[config.mk]
export PLATFORM = sky130hd
export DESIGN_NAME = pipe_share_arb_flat
export DESIGN_NICKNAME = d
export VERILOG_FILES = /design/src/rtl/pipe_share_arb_if.sv /design/src/rtl/pipe_share_arb.sv /design/src/flat_wrapper.sv
export SDC_FILE = /design/constraint.sdc
export NUM_CORES = 1
export LEC_CHECK = 0
export ABC_AREA = 1
export ABC_CLOCK_PERIOD_IN_PS = 2300
export CORE_MARGIN = 2
export CORE_UTILIZATION = 29
export CTS_CLUSTER_SIZE = 30
export DETAILED_ROUTE_END_ITERATION = 12
export PLACE_DENSITY = 0.8
export SETUP_SLACK_MARGIN = 0.05
export SLEW_MARGIN = 5
export SYNTH_ARGS = -nofsm -noshare
export SYNTH_HDL_FRONTEND = slang
export SYNTH_SLANG_ARGS = --single-unit
[constraint.sdc]
create_clock -name clk -period 2.3 [get_ports clk]
set_input_delay 0.345 -clock clk [delete_from_list [all_inputs] [get_ports clk]]
set_output_delay 0.345 -clock clk [all_outputs]
set_load 0.05 [all_outputs]
[src/rtl/pipe_share_arb_if.sv]
// pipe_share_arb_if
//   Requester-side bus of the shared-pipeline arbiter: per-requester beat
//   handshake plus the broadcast response channel.
//   slave  : arbiter view (consumes beats, produces ready and responses)
//   master : requester view
//   req_valid_i   [NUM_REQ]          per-requester beat valid
//   req_last_i    [NUM_REQ]          per-requester last beat of burst
//   req_data_i    [NUM_REQ*DATA_W]   packed payloads, requester i at [i*DATA_W +: DATA_W]
//   req_status_i  [NUM_REQ*STATUS_W] packed status, same packing
//   req_ready_o   [NUM_REQ]          beat accepted when valid & ready
//   rsp_valid_o   [NUM_REQ]          one-hot owner of the returned beat
//   rsp_data_o    [DATA_W]           returned payload (broadcast)
//   rsp_status_o  [STATUS_W]         returned status (broadcast)
interface pipe_share_arb_if #(
  parameter int NUM_REQ  = 4,
  parameter int DATA_W   = 32,
  parameter int STATUS_W = 1
);
  logic [NUM_REQ-1:0]          req_valid_i;
  logic [NUM_REQ-1:0]          req_last_i;
  logic [NUM_REQ*DATA_W-1:0]   req_data_i;
  logic [NUM_REQ*STATUS_W-1:0] req_status_i;
  logic [NUM_REQ-1:0]          req_ready_o;
  logic [NUM_REQ-1:0]          rsp_valid_o;
  logic [DATA_W-1:0]           rsp_data_o;
  logic [STATUS_W-1:0]         rsp_status_o;

  modport slave (
    input  req_valid_i, req_last_i, req_data_i, req_status_i,
    output req_ready_o, rsp_valid_o, rsp_data_o, rsp_status_o
  );

  modport master (
    output req_valid_i, req_last_i, req_data_i, req_status_i,
    input  req_ready_o, rsp_valid_o, rsp_data_o, rsp_status_o
  );
endinterface

[src/rtl/pipe_share_arb.sv]
// pipe_share_arb
//   Round-robin arbiter in front of a shared fixed-latency data/status
//   pipeline. Accepted beats are registered into the pipeline; an owner tag
//   travels alongside so the returned beat can be steered back (one-hot
//   rsp_valid_o) PIPE_DEPTH+1 cycles after acceptance.
//   Optional burst lock: define PIPE_SHARE_ARB_LOCK_EN to hold the grant on
//   one requester until it presents req_last_i. Without it req_last_i is
//   ignored and every beat is re-arbitrated.
// Ports
//   clk           rising-edge clock
//   rst_n         synchronous active-low reset
//   req_bus       requester bus (slave modport of pipe_share_arb_if)
//   pipe_data_o   / pipe_status_o  shared pipeline inputs (registered)
//   pipe_data_i   / pipe_status_i  shared pipeline outputs
//   drain_i       stop granting and let the pipeline empty
//   idle_o        nothing in flight and nothing being granted
module pipe_share_arb #(
  parameter int NUM_REQ    = 4,
  parameter int DATA_W     = 32,
  parameter int STATUS_W   = 1,
  parameter int PIPE_DEPTH = 1
) (
  input  logic                clk,
  input  logic                rst_n,
  pipe_share_arb_if.slave     req_bus,
  output logic [DATA_W-1:0]   pipe_data_o,
  output logic [STATUS_W-1:0] pipe_status_o,
  input  logic [DATA_W-1:0]   pipe_data_i,
  input  logic [STATUS_W-1:0] pipe_status_i,
  input  logic                drain_i,
  output logic                idle_o
);

  localparam int IDX_W = (NUM_REQ > 1) ? $clog2(NUM_REQ) : 1;
  localparam int SUM_W = IDX_W + 1;

  typedef enum logic [1:0] {
    ST_ARB   = 2'd0,
    ST_LOCK  = 2'd1,
    ST_DRAIN = 2'd2
  } state_t;

  state_t              state_r;
  state_t              state_nxt_s;
  logic [IDX_W-1:0]    ptr_r;
  logic [IDX_W-1:0]    ptr_nxt_s;
  logic [SUM_W-1:0]    sum_s;
  logic                rr_found_s;
  logic [IDX_W-1:0]    rr_idx_s;
  logic                grant_en_s;
  logic [IDX_W-1:0]    gnt_idx_s;
  logic                accept_s;
  logic [DATA_W-1:0]   sel_data_s;
  logic [STATUS_W-1:0] sel_status_s;
  logic [NUM_REQ-1:0]  ready_s;
  logic [NUM_REQ-1:0]  rsp_valid_s;
  logic [STATUS_W-1:0] rsp_status_s;
  logic [PIPE_DEPTH:0] tag_vld_r;
  logic [IDX_W-1:0]    tag_own_r [PIPE_DEPTH+1];

`ifdef PIPE_SHARE_ARB_LOCK_EN
  logic                sel_last_s;
  logic [IDX_W-1:0]    lock_own_r;
`else
  logic                unused_last_s;
  assign unused_last_s = ^req_bus.req_last_i;
`endif

  // Successor of a requester index with wrap at NUM_REQ-1.
  function automatic logic [IDX_W-1:0] inc_idx(input logic [IDX_W-1:0] idx);
    if (idx == IDX_W'(NUM_REQ - 1)) begin
      return '0;
    end else begin
      return idx + IDX_W'(1);
    end
  endfunction

  // Round-robin search: first valid requester at or after the pointer.
  always_comb begin
    rr_found_s = 1'b0;
    rr_idx_s   = '0;
    sum_s      = '0;
    for (int k = 0; k < NUM_REQ; k++) begin
      sum_s = {1'b0, ptr_r} + SUM_W'(k);
      if (sum_s >= SUM_W'(NUM_REQ)) begin
        sum_s = sum_s - SUM_W'(NUM_REQ);
      end else begin
        sum_s = sum_s;
      end
      if (!rr_found_s && req_bus.req_valid_i[sum_s[IDX_W-1:0]]) begin
        rr_found_s = 1'b1;
        rr_idx_s   = sum_s[IDX_W-1:0];
      end else begin
        rr_found_s = rr_found_s;
      end
    end
  end

  // Grant decision per state; a locked owner is served only while valid.
  always_comb begin
    grant_en_s = 1'b0;
    gnt_idx_s  = rr_idx_s;
    case (state_r)
      ST_ARB: begin
        if (drain_i) begin
          grant_en_s = 1'b0;
        end else begin
          grant_en_s = rr_found_s;
        end
      end
      ST_LOCK: begin
`ifdef PIPE_SHARE_ARB_LOCK_EN
        gnt_idx_s  = lock_own_r;
        grant_en_s = req_bus.req_valid_i[lock_own_r];
`else
        grant_en_s = 1'b0;
`endif
      end
      ST_DRAIN: grant_en_s = 1'b0;
      default:  grant_en_s = 1'b0;
    endcase
  end

  // Nothing is accepted while reset is asserted.
  assign accept_s = rst_n && grant_en_s;

  // Select payload/status (and last flag) of the granted requester.
  always_comb begin
    sel_data_s   = '0;
    sel_status_s = '0;
`ifdef PIPE_SHARE_ARB_LOCK_EN
    sel_last_s   = 1'b0;
`endif
    for (int i = 0; i < NUM_REQ; i++) begin
      if (gnt_idx_s == IDX_W'(i)) begin
        sel_data_s   = req_bus.req_data_i[i*DATA_W +: DATA_W];
        sel_status_s = req_bus.req_status_i[i*STATUS_W +: STATUS_W];
`ifdef PIPE_SHARE_ARB_LOCK_EN
        sel_last_s   = req_bus.req_last_i[i];
`endif
      end else begin
        sel_data_s   = sel_data_s;
      end
    end
  end

  // One-hot ready to the granted requester.
  always_comb begin
    ready_s = '0;
    if (accept_s) begin
      ready_s[gnt_idx_s] = 1'b1;
    end else begin
      ready_s = '0;
    end
  end

  // Next state and round-robin pointer.
  always_comb begin
    state_nxt_s = state_r;
    ptr_nxt_s   = ptr_r;
    case (state_r)
      ST_ARB: begin
        if (drain_i) begin
          state_nxt_s = ST_DRAIN;
`ifdef PIPE_SHARE_ARB_LOCK_EN
        end else if (accept_s && !sel_last_s) begin
          state_nxt_s = ST_LOCK;
`endif
        end else begin
          state_nxt_s = ST_ARB;
        end
      end
      ST_LOCK: begin
`ifdef PIPE_SHARE_ARB_LOCK_EN
        if (accept_s && sel_last_s) begin
          state_nxt_s = drain_i ? ST_DRAIN : ST_ARB;
        end else begin
          state_nxt_s = ST_LOCK;
        end
`else
        state_nxt_s = ST_ARB;
`endif
      end
      ST_DRAIN: state_nxt_s = drain_i ? ST_DRAIN : ST_ARB;
      default:  state_nxt_s = ST_ARB;
    endcase
    // Pointer moves past the owner only when a burst (or single beat) ends.
`ifdef PIPE_SHARE_ARB_LOCK_EN
    if (accept_s && sel_last_s) begin
`else
    if (accept_s) begin
`endif
      ptr_nxt_s = inc_idx(gnt_idx_s);
    end else begin
      ptr_nxt_s = ptr_r;
    end
  end

  // Control state, tag valids and pipeline status (reset domain).
  always_ff @(posedge clk) begin
    if (!rst_n) begin
      state_r       <= ST_ARB;
      ptr_r         <= '0;
      tag_vld_r     <= '0;
      pipe_status_o <= '0;
    end else begin
      state_r       <= state_nxt_s;
      ptr_r         <= ptr_nxt_s;
      tag_vld_r     <= {tag_vld_r[PIPE_DEPTH-1:0], accept_s};
      pipe_status_o <= accept_s ? sel_status_s : '0;
    end
  end

  // Payload register and owner tags are not reset; valids qualify them.
  always_ff @(posedge clk) begin
    if (accept_s) begin
      pipe_data_o <= sel_data_s;
    end else begin
      pipe_data_o <= pipe_data_o;
    end
    tag_own_r[0] <= gnt_idx_s;
    for (int k = 1; k <= PIPE_DEPTH; k++) begin
      tag_own_r[k] <= tag_own_r[k-1];
    end
  end

`ifdef PIPE_SHARE_ARB_LOCK_EN
  // Capture the burst owner on the beat that opens a lock.
  always_ff @(posedge clk) begin
    if (accept_s && (state_r == ST_ARB)) begin
      lock_own_r <= gnt_idx_s;
    end else begin
      lock_own_r <= lock_own_r;
    end
  end
`endif

  // Steer the returning beat to its owner using the oldest tag.
  always_comb begin
    rsp_valid_s  = '0;
    rsp_status_s = '0;
    if (tag_vld_r[PIPE_DEPTH]) begin
      rsp_valid_s[tag_own_r[PIPE_DEPTH]] = 1'b1;
      rsp_status_s                       = pipe_status_i;
    end else begin
      rsp_status_s = '0;
    end
  end

  assign req_bus.req_ready_o  = ready_s;
  assign req_bus.rsp_valid_o  = rsp_valid_s;
  assign req_bus.rsp_data_o   = pipe_data_i;
  assign req_bus.rsp_status_o = rsp_status_s;

  // Idle: not mid-burst, nothing in flight, nothing being accepted now.
  assign idle_o = !rst_n ||
                  (((state_r == ST_ARB) || (state_r == ST_DRAIN)) &&
                   (tag_vld_r == '0) && !accept_s);

endmodule

[src/flat_wrapper.sv]
// flat-port wrapper written by rule: the top's interface ports become plain ports
module pipe_share_arb_flat 
#(
  parameter int NUM_REQ    = 4,
  parameter int DATA_W     = 32,
  parameter int STATUS_W   = 1,
  parameter int PIPE_DEPTH = 1
)
  (clk, rst_n, pipe_data_o, pipe_status_o, pipe_data_i, pipe_status_i, drain_i, idle_o, req_bus_req_valid_i, req_bus_req_last_i, req_bus_req_data_i, req_bus_req_status_i, req_bus_req_ready_o, req_bus_rsp_valid_o, req_bus_rsp_data_o, req_bus_rsp_status_o);
  pipe_share_arb_if #(.NUM_REQ(NUM_REQ), .DATA_W(DATA_W), .STATUS_W(STATUS_W)) req_bus_i ();
  input  logic clk;
  input  logic rst_n;
  output logic [DATA_W-1:0] pipe_data_o;
  output logic [STATUS_W-1:0] pipe_status_o;
  input  logic [DATA_W-1:0] pipe_data_i;
  input  logic [STATUS_W-1:0] pipe_status_i;
  input  logic drain_i;
  output logic idle_o;
  input wire logic [$bits(req_bus_i.req_valid_i)-1:0] req_bus_req_valid_i;
  input wire logic [$bits(req_bus_i.req_last_i)-1:0] req_bus_req_last_i;
  input wire logic [$bits(req_bus_i.req_data_i)-1:0] req_bus_req_data_i;
  input wire logic [$bits(req_bus_i.req_status_i)-1:0] req_bus_req_status_i;
  output wire logic [$bits(req_bus_i.req_ready_o)-1:0] req_bus_req_ready_o;
  output wire logic [$bits(req_bus_i.rsp_valid_o)-1:0] req_bus_rsp_valid_o;
  output wire logic [$bits(req_bus_i.rsp_data_o)-1:0] req_bus_rsp_data_o;
  output wire logic [$bits(req_bus_i.rsp_status_o)-1:0] req_bus_rsp_status_o;
  assign req_bus_i.req_valid_i = req_bus_req_valid_i;
  assign req_bus_i.req_last_i = req_bus_req_last_i;
  assign req_bus_i.req_data_i = req_bus_req_data_i;
  assign req_bus_i.req_status_i = req_bus_req_status_i;
  assign req_bus_req_ready_o = req_bus_i.req_ready_o;
  assign req_bus_rsp_valid_o = req_bus_i.rsp_valid_o;
  assign req_bus_rsp_data_o = req_bus_i.rsp_data_o;
  assign req_bus_rsp_status_o = req_bus_i.rsp_status_o;
  pipe_share_arb #(.NUM_REQ(NUM_REQ), .DATA_W(DATA_W), .STATUS_W(STATUS_W), .PIPE_DEPTH(PIPE_DEPTH)) u_core (.clk(clk), .rst_n(rst_n), .req_bus(req_bus_i), .pipe_data_o(pipe_data_o), .pipe_status_o(pipe_status_o), .pipe_data_i(pipe_data_i), .pipe_status_i(pipe_status_i), .drain_i(drain_i), .idle_o(idle_o));
endmodule
# [After elaboration in Yosys (flattened, before gate mapping)]
# Memories as Yosys holds them, arrays and structs flattened.
# Cells that the tools add are included.
[word_totals] regBits=39 mem_bits_rw=4 in_bits=176 output_inout_bits=75 wordCells=90 memories=1
[op_classes] add_sub_neg=8 n_lt_le_gt_ge=12 eq_ne=4 muxes=39 n_reduce_logical=21
[memory_table] name="u_core.tag_own_r" depth=2 width=2 rd=2 rd_clocked_by_memory_dff=0 write_ports=2 line_no="pipe_share_arb.sv:59" text="logic [IDX_W-1:0] tag_own_r [PIPE_DEPTH+1];"
[ops] operator="two-way mux 32 bit" count=4
[ops] operator="two-way mux 2 bit" count=10
[ops] operator="< comparator 2 x 3 -> 1 bit (second input constant)" count=6
[ops] operator="two-way mux 1 bit" count=17
[ops] operator="greater-or-equal comparator 3 bit (second input constant)" count=3
[ops] operator="binary-select mux 1 bit (select 2 bit)" count=4
[ops] operator="logical AND 1 bit" count=8
[ops] operator="two-way mux 4 bit" count=2
[ops] operator="subtractor 2 x 1 -> 2 bit (second input constant)" count=4
[ops] operator="adder 2 x 2 -> 3 bit (second input constant)" count=2
[ops] operator="equality test 2 bit (second input constant)" count=3
[ops] operator="logical NOT 2 bit" count=3
[ops] operator="logical NOT 1 bit" count=5
[ops] operator="demux 1 bit (select 2 bit)" count=2
[ops] operator="greater-or-equal comparator 2 x 1 -> 1 bit (second input constant)" count=2
[ops] operator="AND reduction 2 bit" count=2
[ops] operator="adder 2 x 1 -> 3 bit (second input constant)" count=1
[ops] operator="greater-or-equal comparator 2 x 3 -> 1 bit (second input constant)" count=1
[ops] operator="adder 2 x 1 -> 2 bit (second input constant)" count=1
[ops] operator="equality test 2 x 1 -> 1 bit (second input constant)" count=1
[ops] operator="logical OR 1 bit" count=2
[ops] operator="OR reduction 2 bit" count=1

# [Depth between registers and ports, before layout]
[logic_depth] word_depth=20 depth_mapped=21 mapped_depth_nobuf=20

# [Worst setup path before layout]
# Ideal clock, no wire load.
[synth_timing] kind="flip-flop to output port" start="register u_core.ptr_r[0]" end="output port req_bus_req_ready_o[2]" arrival_ns=2.437 slack_ns=-0.482 stages_incl_launch_ff=15 n_path_buf=3 path_cell_list="dfxtp_1 > buf_6 > nand2_2 > nand3_1 > nand2_2 > nor2_4 > nand2_1 > nor2_2 > nor2_1 > nor2_1 > ha_1 > buf_2 > inv_1 > clkbuf_1 > nor2_1"
[synth_via] elab_chain_len=19
[synth_rtl] element="start, declared" line_no="pipe_share_arb.sv:45" text="logic [IDX_W-1:0] ptr_r;"
[synth_rtl] element="start signal, assigned" line_no="pipe_share_arb.sv:208" text="ptr_r <= ptr_nxt_s;"
[synth_rtl] element="branches (longest 13 deep; another with adder 2 x 1 -> 3 bit)"
[synth_rtl] element="two-way mux 2 bit (*)" line_no="pipe_share_arb.sv:90" text="if (!rr_found_s && req_bus.req_valid_i[sum_s[IDX_W-1:0]]) begin"
[synth_rtl] element="net u_core.gnt_idx_s[1]" line_no="pipe_share_arb.sv:51" text="logic [IDX_W-1:0] gnt_idx_s;"
[synth_rtl] element="< comparator 2 x 3 -> 1 bit (not written as such) / greater-or-equal comparator 2 x 1 -> 1 bit (equally long branches)" line_no="pipe_share_arb.sv:151" text="ready_s[gnt_idx_s] = 1'b1;"
[synth_rtl] element="logical AND 1 bit (not written as such)" line_no="pipe_share_arb.sv:151"
[synth_rtl] element="two-way mux 1 bit (not written as such)" line_no="pipe_share_arb.sv:151"
[synth_rtl] element="demux 1 bit (select 2 bit) (*)"
[synth_rtl] element="two-way mux 4 bit (*)" line_no="pipe_share_arb.sv:150" text="if (accept_s) begin"
[synth_rtl] element="end, declared" line_no="flat_wrapper.sv:23" text="output wire logic [$bits(req_bus_i.req_ready_o)-1:0] req_bus_req_ready_o;"
# Mark *: on every way through the listed nets, which the timed path passes. The select of a mux whose other input is x is not followed.

# [Final worst setup path]
[layout_timing] start="register u_core.ptr_r[0]" end="output port req_bus_req_ready_o[1]"
[layout_via] elab_chain_len=19
[layout_rtl] element="branches (longest 18 deep; another with adder 2 x 1 -> 3 bit)"
[layout_rtl] element="two-way mux 4 bit (*)" line_no="pipe_share_arb.sv:150"
# Every way passes the cells marked *. The select of a mux whose other input is x is not followed.

==> impl.org <==
** Run status
- The flow ran to the end, but the final reports show violations.
- Violated checks :: negative setup slack

** Power and ir drop
- Of the total power, combinational logic draws 0.804.
- The internal portion of the total power is roughly 5.4 mW.
- Across the VDD grid, the largest voltage drop is 0.0007499 V.
- Static leakage power :: roughly 2.4 nW
- Power Total :: roughly 10 mW
- Sequential Power Share :: 0.146
- Pwr Density :: ~1700 nW/um^2
- Fraction of power consumed by the clock network :: 0.050
- For this design the total switching power over the nets is 4.748 mW.
- Sw frac :: 0.4693

** Placed design
- At the placement stage, the worst setup path has a slack of -0.6702 ns.
- Post-detailed-placement cell area :: 4876 sq um
- Half-perimeter wire length after detailed placement :: a little over 8000 um
- Buffers placed on the I/O ports in this run total approximately 180.
- RePlAce Congestion :: 0.8767

** Global route
- Maximum number of pins on one net before global-route repair :: 34
- Grt total ovfl :: 0
- Via count of the first global-routing pass :: 3,545
- Antenna violations before repair :: 0
- For this run, the total global-route usage over all layers was measured as 0.2227.
- The first global-routing pass estimated about 19,000 um of wire.

** Routing
- Average detailed-routed wire length per instance :: ~17 um
- Wires add up to approximately 12,000 um.
- Average vias per placed instance :: ~4.8
- Remaining design rule violation count :: 0
- Detailed routing inserted a total of roughly 3,500 vias.
- For this run, the detailed router's first-pass iteration total came to 4.
- Number of DRC violations after detailed-routing iteration 0 :: between 200 and 250
- Detail Route Antenna Nets :: 0

** Synthesis
- Of the post-synthesis cell area, the dominant cell type holds 0.3330.
- When the netlist entered floorplanning its net count stood at between 500 and 600.
- Yosys attributes the largest share of cell area to sky130_fd_sc_hd__edfxtp_1, sky130_fd_sc_hd__nand2_1, sky130_fd_sc_hd__o21ai_0.
- Most used standard cell by instance count after synthesis :: sky130_fd_sc_hd__nand2_1
- The mapped netlist covers approximately 2900 sq um.
- Part of the Yosys area used for sequential elements :: 0.4024
- The Yosys step of the flow raised 0 warnings.
- Primary flip-flop cell chosen by synthesis mapping :: sky130_fd_sc_hd__edfxtp_1
- After synthesis the netlist holds a flip-flop and latch count of 42.
- Async S/R FF share, synth :: 0
- Post-synth cell types :: 23
- Gate Count Post-Synth :: approximately 400
- Cell type with the highest aggregate area in the netlist :: sky130_fd_sc_hd__edfxtp_1
- Each instance of the synthesized netlist takes up on average approximately 7 sq um.
- Ranking of synthesized cells by instance count :: sky130_fd_sc_hd__nand2_1, sky130_fd_sc_hd__o21ai_0, sky130_fd_sc_hd__buf_4, sky130_fd_sc_hd__a21oi_1, sky130_fd_sc_hd__edfxtp_1
- The synthesized design contains 32 enable-type register cells.

** Clock tree
- In this run, CTS created clock tree buffers numbering 5.
- TritonCTS clock tree :: yes
- Maximum clock path buffer count :: 2
- TritonCTS Sinks :: 42
- In this run, post-CTS hold repair placed 0 buffers.
- After clock tree synthesis, the clock-pin slew on the worst setup and hold paths is approximately 0.08 ns.
- Clock root buffer :: sky130_fd_sc_hd__clkbuf_8
- H-tree lvl count :: 2
- For the worst-skew pair, the clock arrives at the later sink with an insertion delay of 0.30 ns.

** Setup path
- STA puts the critical path data required time at around 2 ns.
- Type of the worst setup path :: flop to output pin
- Worst-path fanout max :: 5
- Crit path launch type :: flop
- STA classifies the critical path endpoint as an output pin.
- Worst endpoint data arrival time :: 2.20 ns

** Floorplan
- Die area :: about 11,000 sq um
- Die Ht :: ~100 um
- Chip Width :: 103.7 um
- The initial utilization of the core area, before any placement, comes to 0.2966.
- Core footprint :: about 9700 sq um
- The initialized floorplan defines 36 standard-cell rows.
- Pin placement for this block handled approximately 250 I/O pins.

** Timing
- Setup Skew :: ~0.0044 ns
- Final critical-path share of the clock period :: 1.105
- Worst relative slew slack :: 0.6103
- F_max :: a little under 0.4 GHz
- After layout, the worst setup slack is -0.2409 ns.
- Slew @ Worst Pin :: slightly below 0.6 ns
- Setup violations remaining at the end of the flow were counted as 37.
- Setup repair after global routing could not meet its margin everywhere.
- For the finished layout, the period the worst path requires is 2.541 ns.
- Final-report hold violation count :: 0
- Worst hold slack :: 0.3369 ns
- The final-report max-slew violation count is 0.

** Flow run
- Across the run, the number of max-cap violations was 0.

** Cells and area
- At the end of the flow the core is filled with cells to 0.6028.
- The final layout contains around 770 nets.
- The repair_antennas step left the layout with diodes totalling 0.
- Of the cells placed in the final design, the portion with a size suffix greater than 1 is 0.3091.
- Final cell area excluding filler cells :: between 5000 and 6000 sq um
- Compared with the post-synthesis result, the final layout area differs by 103.3%.

** Worst hold path
- Worst Hold Class :: flop to flop
worst max-delay path: stages, from the launching register on:
cell	delay, ns
sky130_fd_sc_hd__dfxtp_4	0.38
sky130_fd_sc_hd__buf_8	0.15
sky130_fd_sc_hd__nand2_4	0.06
sky130_fd_sc_hd__nand2_4	0.05
sky130_fd_sc_hd__buf_6	0.12
sky130_fd_sc_hd__o21ai_4	0.20
sky130_fd_sc_hd__nor2_4	0.08
sky130_fd_sc_hd__buf_6	0.12
sky130_fd_sc_hd__o21ai_4	0.15
sky130_fd_sc_hd__ha_4	0.18
sky130_fd_sc_hd__inv_4	0.04
sky130_fd_sc_hd__buf_6	0.11
sky130_fd_sc_hd__nor2_4	0.11
sky130_fd_sc_hd__buf_12	0.14
repair_timing:
item / 4_1_cts / 5_1_grt
hold endpoints to repair: 0 / 0
gates resized for setup: 202 / 39
setup buffers: 20 / 3
endpoints found under the setup margin: 38 / 38
pin swaps: 42 / 30
gates cloned: 6 / 0
flip-flops by register name, summed over array words and instances, names as in the netlist:
register	flops
u_core.pipe_data_o	32
u_core.tag_own_r	4
u_core.ptr_r	2
u_core.tag_vld_r	2
u_core.pipe_status_o	1
u_core.state_r	1
placed cells by master (no fill, tap or decap), drive strengths merged:
cell type / netlist / final
nand2: 149 / 149
buf: 39 / 60
clkdlybuf4s50: 0 / 172
nor3b: 1 / 1
clkbuf: 15 / 7
nor2: 12 / 12
nand3: 8 / 8
clkinv: 0 / 1
dlygate4sd2: 0 / 4
ha: 4 / 4
a21oi: 34 / 34
edfxtp: 32 / 32
dfxtp: 10 / 10
bufbuf: 0 / 1
o21ai: 69 / 69
inv: 24 / 24
nor3: 4 / 4
power groups by stage:
stage	logic, mW	registers (mW)	clock network, mW
floorplan	2.79	2.14	0
global placement	5.08	1.46	0
detailed placement	5.26	1.47	0
CTS	7.81	1.47	0.524
global route	8.74	1.50	0.556
finish	8.13	1.48	0.507
metal layers:
layer / routed length (um) / GRT usage / part of all wire
met4: 546 / 0.1110 / 0.044
met3: 867 / 0.05664 / 0.071
met1: 4334 / 0.2258 / 0.35
met5: 0 / 0 / 0
met2: 6540 / 0.4205 / 0.53
area by class of cell:
class | instances | area [sq um]
Clock buffer | 7 | 86.33
Fill cell | 807 | 3865
Timing Repair Buffer | 237 | 2586
Multi-Input combinational cell | 281 | 1737
Tap cell | 133 | 166.4
Clock inverter | 1 | 5.005
Sequential cell | 42 | 1169
Inverter | 24 | 115.1
cells by family after synthesis:
logic type	after synthesis	synth area share
and+or+nand+nor	174	0.2494
AOI/OAI and AO/OA	103	0.1800
buffers and inverters	78	0.1509
DFF	42	0.4024
adders and majority gates	4	0.01735
final timing paths:
| path | slack [ns] | startpoint | cells past startpoint | end |
|---|---|---|---|---|
| worst max-delay path | -0.24 | u_core.ptr_r[0] | 13 | req_bus_req_ready_o[1] |
| worst min-delay path | 0.34 | u_core.tag_own_r[0][1] | 0 | u_core.tag_own_r[0][3] |
| worst max register to register | -0.22 | u_core.ptr_r[0] | 20 | u_core.pipe_data_o[24] |
| worst min register to register | 0.34 | u_core.tag_own_r[0][1] | 0 | u_core.tag_own_r[0][3] |
stage by stage:
stage                     TNS [ns]  instances
after floorplan            -0.6946        401
after global placement      -16.89        690
after detailed placement    -19.69        690
after CTS                   -6.114        724
after global routing        -11.51        725
final                       -6.083        725
Note: power is estimated with default switching activity, not from simulation.
